$ cat config.mk
export PLATFORM = sky130hd
export DESIGN_NAME = joint_step_driver
export DESIGN_NICKNAME = d
export VERILOG_FILES = /design/src/rtl/joint_step_driver.sv
export SDC_FILE = /design/constraint.sdc
export NUM_CORES = 1
export LEC_CHECK = 0
export CELL_PAD_IN_SITES_DETAIL_PLACEMENT = 1
export CELL_PAD_IN_SITES_GLOBAL_PLACEMENT = 2
export CORE_MARGIN = 2
export CORE_UTILIZATION = 36
export DETAILED_ROUTE_END_ITERATION = 8
export PLACE_DENSITY = 0.88
export SLEW_MARGIN = 10
export SYNTH_ARGS = -nofsm -noshare
export SYNTH_HDL_FRONTEND = slang
export SYNTH_SLANG_ARGS = --single-unit
export TNS_END_PERCENT = 10
$ cat constraint.sdc
create_clock -name clk -period 4.95 [get_ports clk]
set_input_delay 0.99 -clock clk [delete_from_list [all_inputs] [get_ports clk]]
set_output_delay 0.99 -clock clk [all_outputs]
set_load 0.005 [all_outputs]
$ cat src/rtl/joint_step_driver.sv
// rtl/joint_step_driver.sv - dual-joint STEP/DIR driver with pending target; define JOINT_LIMIT_EN to clamp targets
module joint_step_driver #(
   parameter int STEP_PERIOD = 1000,
   parameter int PULSE_WIDTH = 100,
   parameter int DIR_SETUP   = 50,
   parameter int TH_MIN      = -2048,
   parameter int TH_MAX      = 2047
) (
   input  logic               clk,
   input  logic               reset,
   input  logic signed [12:0] th1,
   input  logic signed [12:0] th2,
   input  logic               dataReady,
   output logic               step1,
   output logic               step2,
   output logic               dir1,
   output logic               dir2,
   output logic signed [12:0] pos1,
   output logic signed [12:0] pos2,
   output logic               busy,
   output logic               moveDone
);

   localparam logic [2:0] S_IDLE  = 3'd0;
   localparam logic [2:0] S_LOAD  = 3'd1;
   localparam logic [2:0] S_SETUP = 3'd2;
   localparam logic [2:0] S_RUN   = 3'd3;
   localparam logic [2:0] S_DONE  = 3'd4;

   localparam int CW = $clog2(STEP_PERIOD + 1);
   localparam int SW = $clog2(DIR_SETUP + 1);
   localparam logic [CW-1:0] CNT_LAST = CW'(STEP_PERIOD - 1);
   localparam logic [CW-1:0] CNT_PW   = CW'(PULSE_WIDTH);
   localparam logic [SW-1:0] SU_LAST  = SW'(DIR_SETUP - 1);

`ifdef JOINT_LIMIT_EN
   function automatic logic signed [12:0] limit(input logic signed [12:0] th);
      if (int'(th) < TH_MIN)
         return 13'(TH_MIN);
      else if (int'(th) > TH_MAX)
         return 13'(TH_MAX);
      else
         return th;
   endfunction
`else
   function automatic logic signed [12:0] limit(input logic signed [12:0] th);
      return th;
   endfunction
   // Limits are meaningless without clamping; keep them referenced
   logic unused_limits;
   assign unused_limits = (TH_MIN > TH_MAX);
`endif

   logic [2:0]         state;
   logic               rdy_q;
   logic               pend_valid;
   logic signed [12:0] pend1, pend2;
   logic signed [12:0] tgt1, tgt2;
   logic [12:0]        rem1, rem2;
   logic [CW-1:0]      cnt;
   logic [SW-1:0]      scnt;

   logic               strobe;
   logic signed [12:0] cap1, cap2;
   logic [13:0]        delta1, delta2;
   logic [12:0]        abs1, abs2;
   logic               step_edge;
   logic [12:0]        rem1_nx, rem2_nx;

   // Edge detect, clamp, move distance and per-period step bookkeeping
   always_comb begin
      strobe    = dataReady & ~rdy_q;
      cap1      = limit(th1);
      cap2      = limit(th2);
      delta1    = {tgt1[12], tgt1} - {pos1[12], pos1};
      delta2    = {tgt2[12], tgt2} - {pos2[12], pos2};
      abs1      = delta1[13] ? 13'(14'd0 - delta1) : delta1[12:0];
      abs2      = delta2[13] ? 13'(14'd0 - delta2) : delta2[12:0];
      step_edge = (cnt == CNT_PW);
      rem1_nx   = (step_edge && rem1 != 13'd0) ? rem1 - 13'd1 : rem1;
      rem2_nx   = (step_edge && rem2 != 13'd0) ? rem2 - 13'd1 : rem2;
   end

   assign busy = (state != S_IDLE);

   // Move sequencer; step and moveDone are registered one cycle behind the state
   always_ff @(posedge clk) begin
      if (reset) begin
         state      <= S_IDLE;
         rdy_q      <= 1'b0;
         pend_valid <= 1'b0;
         pend1      <= '0;
         pend2      <= '0;
         tgt1       <= '0;
         tgt2       <= '0;
         rem1       <= '0;
         rem2       <= '0;
         cnt        <= '0;
         scnt       <= '0;
         pos1       <= '0;
         pos2       <= '0;
         dir1       <= 1'b0;
         dir2       <= 1'b0;
         step1      <= 1'b0;
         step2      <= 1'b0;
         moveDone   <= 1'b0;
      end else begin
         rdy_q    <= dataReady;
         moveDone <= (state == S_DONE);
         step1    <= (state == S_RUN) && (cnt < CNT_PW) && (rem1 != 13'd0);
         step2    <= (state == S_RUN) && (cnt < CNT_PW) && (rem2 != 13'd0);

         // Any strobe outside IDLE (including the DONE->IDLE cycle) lands in pending
         if (state != S_IDLE && strobe) begin
            pend1      <= cap1;
            pend2      <= cap2;
            pend_valid <= 1'b1;
         end

         case (state)
            S_IDLE: begin
               if (pend_valid) begin
                  tgt1  <= pend1;
                  tgt2  <= pend2;
                  state <= S_LOAD;
                  if (strobe) begin
                     pend1 <= cap1;
                     pend2 <= cap2;
                  end else begin
                     pend_valid <= 1'b0;
                  end
               end else if (strobe) begin
                  tgt1  <= cap1;
                  tgt2  <= cap2;
                  state <= S_LOAD;
               end
            end
            S_LOAD: begin
               rem1 <= abs1;
               rem2 <= abs2;
               if (abs1 == 13'd0 && abs2 == 13'd0) begin
                  state <= S_DONE;
               end else begin
                  dir1  <= ~delta1[13];
                  dir2  <= ~delta2[13];
                  scnt  <= '0;
                  state <= S_SETUP;
               end
            end
            S_SETUP: begin
               if (scnt == SU_LAST) begin
                  cnt   <= '0;
                  state <= S_RUN;
               end else begin
                  scnt <= scnt + SW'(1);
               end
            end
            S_RUN: begin
               cnt  <= (cnt == CNT_LAST) ? '0 : cnt + CW'(1);
               rem1 <= rem1_nx;
               rem2 <= rem2_nx;
               if (step_edge && rem1 != 13'd0)
                  pos1 <= dir1 ? pos1 + 13'sd1 : pos1 - 13'sd1;
               if (step_edge && rem2 != 13'd0)
                  pos2 <= dir2 ? pos2 + 13'sd1 : pos2 - 13'sd1;
               if (cnt == CNT_LAST && rem1_nx == 13'd0 && rem2_nx == 13'd0)
                  state <= S_DONE;
            end
            S_DONE: begin
               state <= S_IDLE;
            end
            default: begin
               state <= S_IDLE;
            end
         endcase
      end
   end

endmodule
After elaboration in Yosys (flattened, before gate mapping)
Cells that the tools add are included.
- input port bits: 29
- output and inout bits: 32
- bits in registers: 130
- logic and storage cells: 112
- bitwise logic cells: 5
- $lt $le $gt $ge: 1
- add/subtract/negate cells: 12
- muxes and demuxes: 36
- reductions and logical operators: 28
- equal/unequal tests: 12
- operators by type and width (cell ; number):
    13-bit 2-to-1 mux ; 18
    13-bit logical NOT ; 4
    13-bit one-hot mux with 2 select lines ; 2
    13-bit by 13-bit subtractor with 14-bit output ; 2
    13-bit by 2-bit adder with 13-bit output (second input constant) ; 2
    13-bit nonzero test ; 2
    1-bit by 13-bit subtractor with 13-bit output (first input constant) ; 2
    13-bit by 1-bit subtractor with 13-bit output (second input constant) ; 2
    13-bit by 2-bit subtractor with 13-bit output (second input constant) ; 2
    10-bit 2-to-1 mux ; 2
    10-bit one-hot mux with 2 select lines ; 1
    3-bit 2-to-1 mux ; 5
    6-bit 2-to-1 mux ; 2
    3-bit one-hot mux with 4 select lines ; 1
    6-bit one-hot mux with 2 select lines ; 1
    10-bit by 1-bit adder with 10-bit output (second input constant) ; 1
    10-bit == test (second input constant) ; 1
    10-bit by 7-bit == test with 1-bit output (second input constant) ; 1
    10-bit by 7-bit < comparator with 1-bit output (second input constant) ; 1
    2-bit AND reduction ; 5
    1-bit logical AND ; 9
    2-bit nonzero test ; 4
    6-bit by 1-bit adder with 6-bit output (second input constant) ; 1
    3-bit by 2-bit == test with 1-bit output (second input constant) ; 2
    12 further kinds ; 21

Longest topological paths before layout
- depth after elaboration: 8
- gate-level depth with buffers: 15
- depth with buffers taken out: 14

Worst setup path before layout
Ideal clock, no wire load.
- path type: reg2reg
- start: register pos2[0]
- end: register scnt[1]
- stages on the path, launching flop included: 14
- data arrival time: 3.577 ns
- clock period less this slack: 3.672 ns
- library setup time: 0.096 ns
- path buffers: 0
- setup slack: 1.278 ns
- required time: 4.854 ns
- cells stage by stage: dfxtp_1 ha_1 fa_1 nand2b_1 a21oi_1 xnor2_1 nand3_1 nor3_2 mux2i_1 o22a_1 a2111o_1 nor4_4 nor2_2 o41ai_2
- word-level cells in the longest chain between the ends: 7
- ends and longest elaborated chain (what ; RTL line ; source):
    start, declared ; 19 ; output logic signed [12:0] pos2,
    start signal, assigned ; 165 ; pos2 <= dir2 ? pos2 + 13'sd1 : pos2 - 13'sd1;
    13-bit by 13-bit subtractor with 14-bit output (*) ; 76 ; delta2 = {tgt2[12], tgt2} - {pos2[12], pos2};
    1-bit by 13-bit subtractor with 13-bit output ; 78 ; abs2 = delta2[13] ? 13'(14'd0 - delta2) : delta2[12:0];
    13-bit 2-to-1 mux (*) ; 78 ;
    13-bit logical NOT (*) ; 141 ; if (abs1 == 13'd0 && abs2 == 13'd0) begin
    1-bit logical AND (*) ; 141 ;
    2-bit inequality test (no source line) (*) ; n/a ;
    3-bit AND reduction (no source line) (*) ; n/a ;
    end signal, assigned ; 155 ; scnt <= scnt + SW'(1);
    end, declared ; 61 ; logic [SW-1:0] scnt;
Every way passes the cells marked *; elsewhere a longest branch is shown, timed or not.
A chain may end at the register's enable or synchronous reset.

Worst setup path in the final report
- start: register pos1[0]
- end: register scnt[1]
- word-level cells in the longest chain between the ends: 7
- ends and longest elaborated chain (what ; RTL line ; source):
    start, declared ; 18 ; output logic signed [12:0] pos1,
    start signal, assigned ; 163 ; pos1 <= dir1 ? pos1 + 13'sd1 : pos1 - 13'sd1;
    13-bit by 13-bit subtractor with 14-bit output (*) ; 75 ; delta1 = {tgt1[12], tgt1} - {pos1[12], pos1};
    1-bit by 13-bit subtractor with 13-bit output ; 77 ; abs1 = delta1[13] ? 13'(14'd0 - delta1) : delta1[12:0];
    13-bit 2-to-1 mux (*) ; 77 ;
    13-bit logical NOT (*) ; 141 ;
    1-bit logical AND (*) ; 141 ;
    2-bit inequality test (no source line) (*) ; n/a ;
    3-bit AND reduction (no source line) (*) ; n/a ;
Marked as above.

==> impl_metrics.csv <==
group,metric,value,unit
finish,drive_above_1_share,0.05948,
worst_setup_path,cp.required,5290,ps
synthesis,synthArstFlopShare,0,
detailed_routing,ant_nets,0,
placed_design,portBuffers,60,
clock_tree,clk_path_buf_depth,2,
synthesis,postSynthAreaPerCell,7.631,sq um
finish,final_nets,1337,
detailed_routing,vias,8813,
floorplan,ios,61,
floorplan,core_area,25760,sq um
detailed_routing,dr.pass1.iters,5,
worst_setup_path,crit_buf_inv,0,
timing,tightest_slew,1178,ps
floorplan,die_y,165.2,um
placed_design,hpwlAfterDp,19820,um
clock_tree,htreeDepth,4,
finish,ff_latch_area,2604,sq um
timing,finClkSkew,14.95,ps
detailed_routing,viasPerCell,5.522,
worst_setup_path,arrival,4520,ps
grt,overflow,0,
clock_tree,cts_tree,"built",
detailed_routing,wl,26620,um
synthesis,yosysWarnings,0,
finish,multi_input_area,6307,sq um
synthesis,yosysSeqAreaShare,0.2782,
clock_tree,numCtsBuffers,17,
synthesis,netlist-cell-type-count,86,
clock_tree,clk_latency,440,ps
pwr,internal_power,3.687,mW
pwr,p_leak,3.865,nW
clock_tree,cts-resized-gates,0,
finish,final_util,0.4176,
synthesis,synth_seq_cells,130,
clock_tree,cts_sinks,130,
worst_setup_path,endpoint_kind,"register",
worst_setup_path,path_max_fanout,7,
timing,fmax,239.2,MHz
timing,slew_headroom,0.2106,
worst_setup_path,cp_slowest_cell,"fa_1",
worst_setup_path,crit_chain,"ha_1, fa_1, nand2b_1, a211oi_2, o21ai_0, a211o_1, nor3_1, a41oi_1, a22oi_1, nand4_1, nor4_4, nor2_2, o41ai_2",
worst_setup_path,slowest_delay,430,ps
finish,syn2layout_area_growth,14.99,%
finish,antenna_cells,0,
pwr,pwr-share-seq,0.212,
worst_setup_path,crit_type,"register to register",
synthesis,synth_flop_cell,"dfxtp_1",
floorplan,dieArea,27290,sq um
worst_setup_path,cp-start-kind,"register",
pwr,pwr-share-clk,0.180,
floorplan,die_x,165.2,um
pwr,vdd_ir_drop_max,0.3031,mV
finish,nFillCells,3166,
worst_hold_path,hold_class,"register to register",
floorplan,initial_core_util,0.3631,
run_status,outcome,"completed",
synthesis,syn_area,9355,sq um
detailed_routing,routedWlPerCell,16.68,um
placed_design,gp_congestion,0.8218,
clock_tree,cts.clk_slew.worst_paths,70,ps
clock_tree,postCtsSetupBuffers,0,
clock_tree,hold_buffers,0,
pwr,p_comb_frac,0.608,
worst_setup_path,cp_top_family,"compound AO/OA/AOI/OAI gates",
grt,first_global_vias,8814,
detailed_routing,drt-initial-drc-count,340,
timing,period_needed,4181,ps
grt,grt_usage,0.2020,
grt,antenna_found_initial,0,
timing,finalHoldViolCount,0,
timing,finalSetupTns,0,ps
synthesis,synth_nets,1315,
timing,setup_viol,0,
clock_tree,clockRootBuffer,"clkbuf_16",
pwr,power_switching,3.470,mW
pwr,p_per_area,665.2,nW/um^2
pwr,sw_frac_of_total,0.4849,
grt,grt_pass1_wl,44640,um
synthesis,synthCells,1226,
detailed_routing,drc,0,
timing,min_period_over_period,0.8446,
timing,rsz0062_at_grt,"false",
timing,report.final.slew_viol_count,0,
floorplan,core.rowCount,59,
flow_run,maxCapViolations,0,
grt,grt_max_degree,71,
synthesis,synth_edf_count,0,
power groups by stage:
stage | clock, mW | combinational [mW] | sequential (mW)
2_1_floorplan | 0 | 3.46 | 1.41
3_3_place_gp | 0 | 4.25 | 1.53
3_5_place_dp | 0 | 4.33 | 1.54
4_1_cts | 1.32 | 4.36 | 1.52
5_1_grt | 1.37 | 4.88 | 1.55
6_report | 1.29 | 4.35 | 1.52
Yosys cell counts (8+ instances only):
cell	n	share of area
and3_1	11	0.0074
o21ai_0	48	0.026
o31ai_1	12	0.0096
nand2b_1	12	0.0080
nor2b_1	12	0.0080
or3_1	14	0.0094
nor3_1	32	0.017
o211ai_1	12	0.0096
nand2_1	156	0.063
a2111oi_0	9	0.0084
a21oi_1	109	0.058
nor4_1	10	0.0067
and2_1	10	0.0067
nor2_1	137	0.055
inv_1	55	0.022
ha_1	56	0.075
o21bai_1	12	0.0096
mux2i_1	31	0.033
a211oi_1	34	0.027
nand4_1	9	0.0060
a21o_1	17	0.014
xnor2_1	36	0.034
a31oi_1	10	0.0067
a22oi_1	14	0.011
or2_2	10	0.0067
clkbuf_1	53	0.021
xor2_1	21	0.020
o21a_1	8	0.0064
dfxtp_1	130	0.28
nand3_1	24	0.013
logic make-up (layout without fill, tap and decap cells):
group / Yosys count / after routing / synth area share
and+or+nand+nor: 471 / 471 / 0.2393
AOI/OAI and AO/OA: 358 / 358 / 0.2603
DFF: 130 / 130 / 0.2782
buffers and inverters: 117 / 152 / 0.04935
adders and majority gates: 60 / 60 / 0.08346
xor gates and xnor gates: 58 / 58 / 0.05510
muxes: 32 / 32 / 0.03437
worst register-to-register path, stage by stage, from the launching register on:
cell	delay, ps
dfxtp_1	380
ha_1	260
fa_1	430
nand2b_1	200
a211oi_2	400
o21ai_0	180
a211o_1	360
nor3_1	430
a41oi_1	250
a22oi_1	220
nand4_1	180
nor4_4	350
nor2_2	150
o41ai_2	290
flip-flops by register name (all words and copies together), names as in the netlist, 3 cells and up:
signal  flops
cnt        10
pend1      13
pend2      13
pos1       13
pos2       13
rem1       13
rem2       13
scnt        6
state       3
tgt1       13
tgt2       13
area by class of cell:
| type | count | share of cell area |
|---|---|---|
| multi-input combinational | 979 | 0.5863 |
| sequential | 130 | 0.2420 |
| clock inverter | 15 | 0.01489 |
| tap | 335 | 0.03896 |
| clock buffer | 17 | 0.03954 |
| timing repair buffer | 65 | 0.05908 |
| inverter | 55 | 0.01919 |
cell usage in the layout (no fill, tap or decap), types with 14 or more instances in the layout:
cell               n
a21o_1            17
nand2_1          156
dfxtp_1          129
nor3_1            31
a22oi_1           14
inv_1             55
o21ai_0           48
xnor2_1           36
clkdlybuf4s50_1   59
clkbuf_16         17
or3_1             14
mux2i_1           31
a211oi_1          34
nor2_1           136
nand3_1           24
xor2_1            21
a21oi_1          109
ha_1              56
per-layer routing:
| metal | vias to the layer above | wire, um | track usage |
|---|---|---|---|
| met3 | 29 | 577 | 0.03347 |
| met1 | 4208 | 13170 | 0.2663 |
| met5 | - | 0 | 0 |
| met4 | 0 | 464 | 0.05375 |
| li1 | 4481 | - | - |
| met2 | 95 | 12400 | 0.3415 |
through the flow:
| step | cell area, sq um | std cells | setup slack, ps | power, mW | hold slack, ps |
|---|---|---|---|---|---|
| 3_5_place_dp | 10170 | 1564 | 769.4 | 5.867 | 446.6 |
| 3_3_place_gp | 10170 | 1564 | 940.2 | 5.781 | 440.8 |
| 5_1_grt | 10760 | 1596 | 437.4 | 7.806 | 475.8 |
| 4_1_cts | 10760 | 1596 | 729.0 | 7.200 | 455.5 |
| 6_report | 10760 | 1596 | 769.2 | 7.157 | 454.8 |
| 2_1_floorplan | 9355 | 1226 | 1278 | 4.871 | 436.0 |
final timing paths:
kind | cells past startpoint | startpoint | slack, ps | to
worst max-delay path | 13 | pos1[0]$_SDFFE_PP0P_ | 770 | scnt[1]$_SDFFE_PP0P_
worst min-delay path | 2 | pend1[6]$_SDFF_PP0_ | 450 | pend1[6]$_SDFF_PP0_
worst max register to register | 13 | pos1[0]$_SDFFE_PP0P_ | 770 | scnt[1]$_SDFFE_PP0P_
worst min register to register | 2 | pend1[6]$_SDFF_PP0_ | 450 | pend1[6]$_SDFF_PP0_
(Power assumes the default switching activity.)
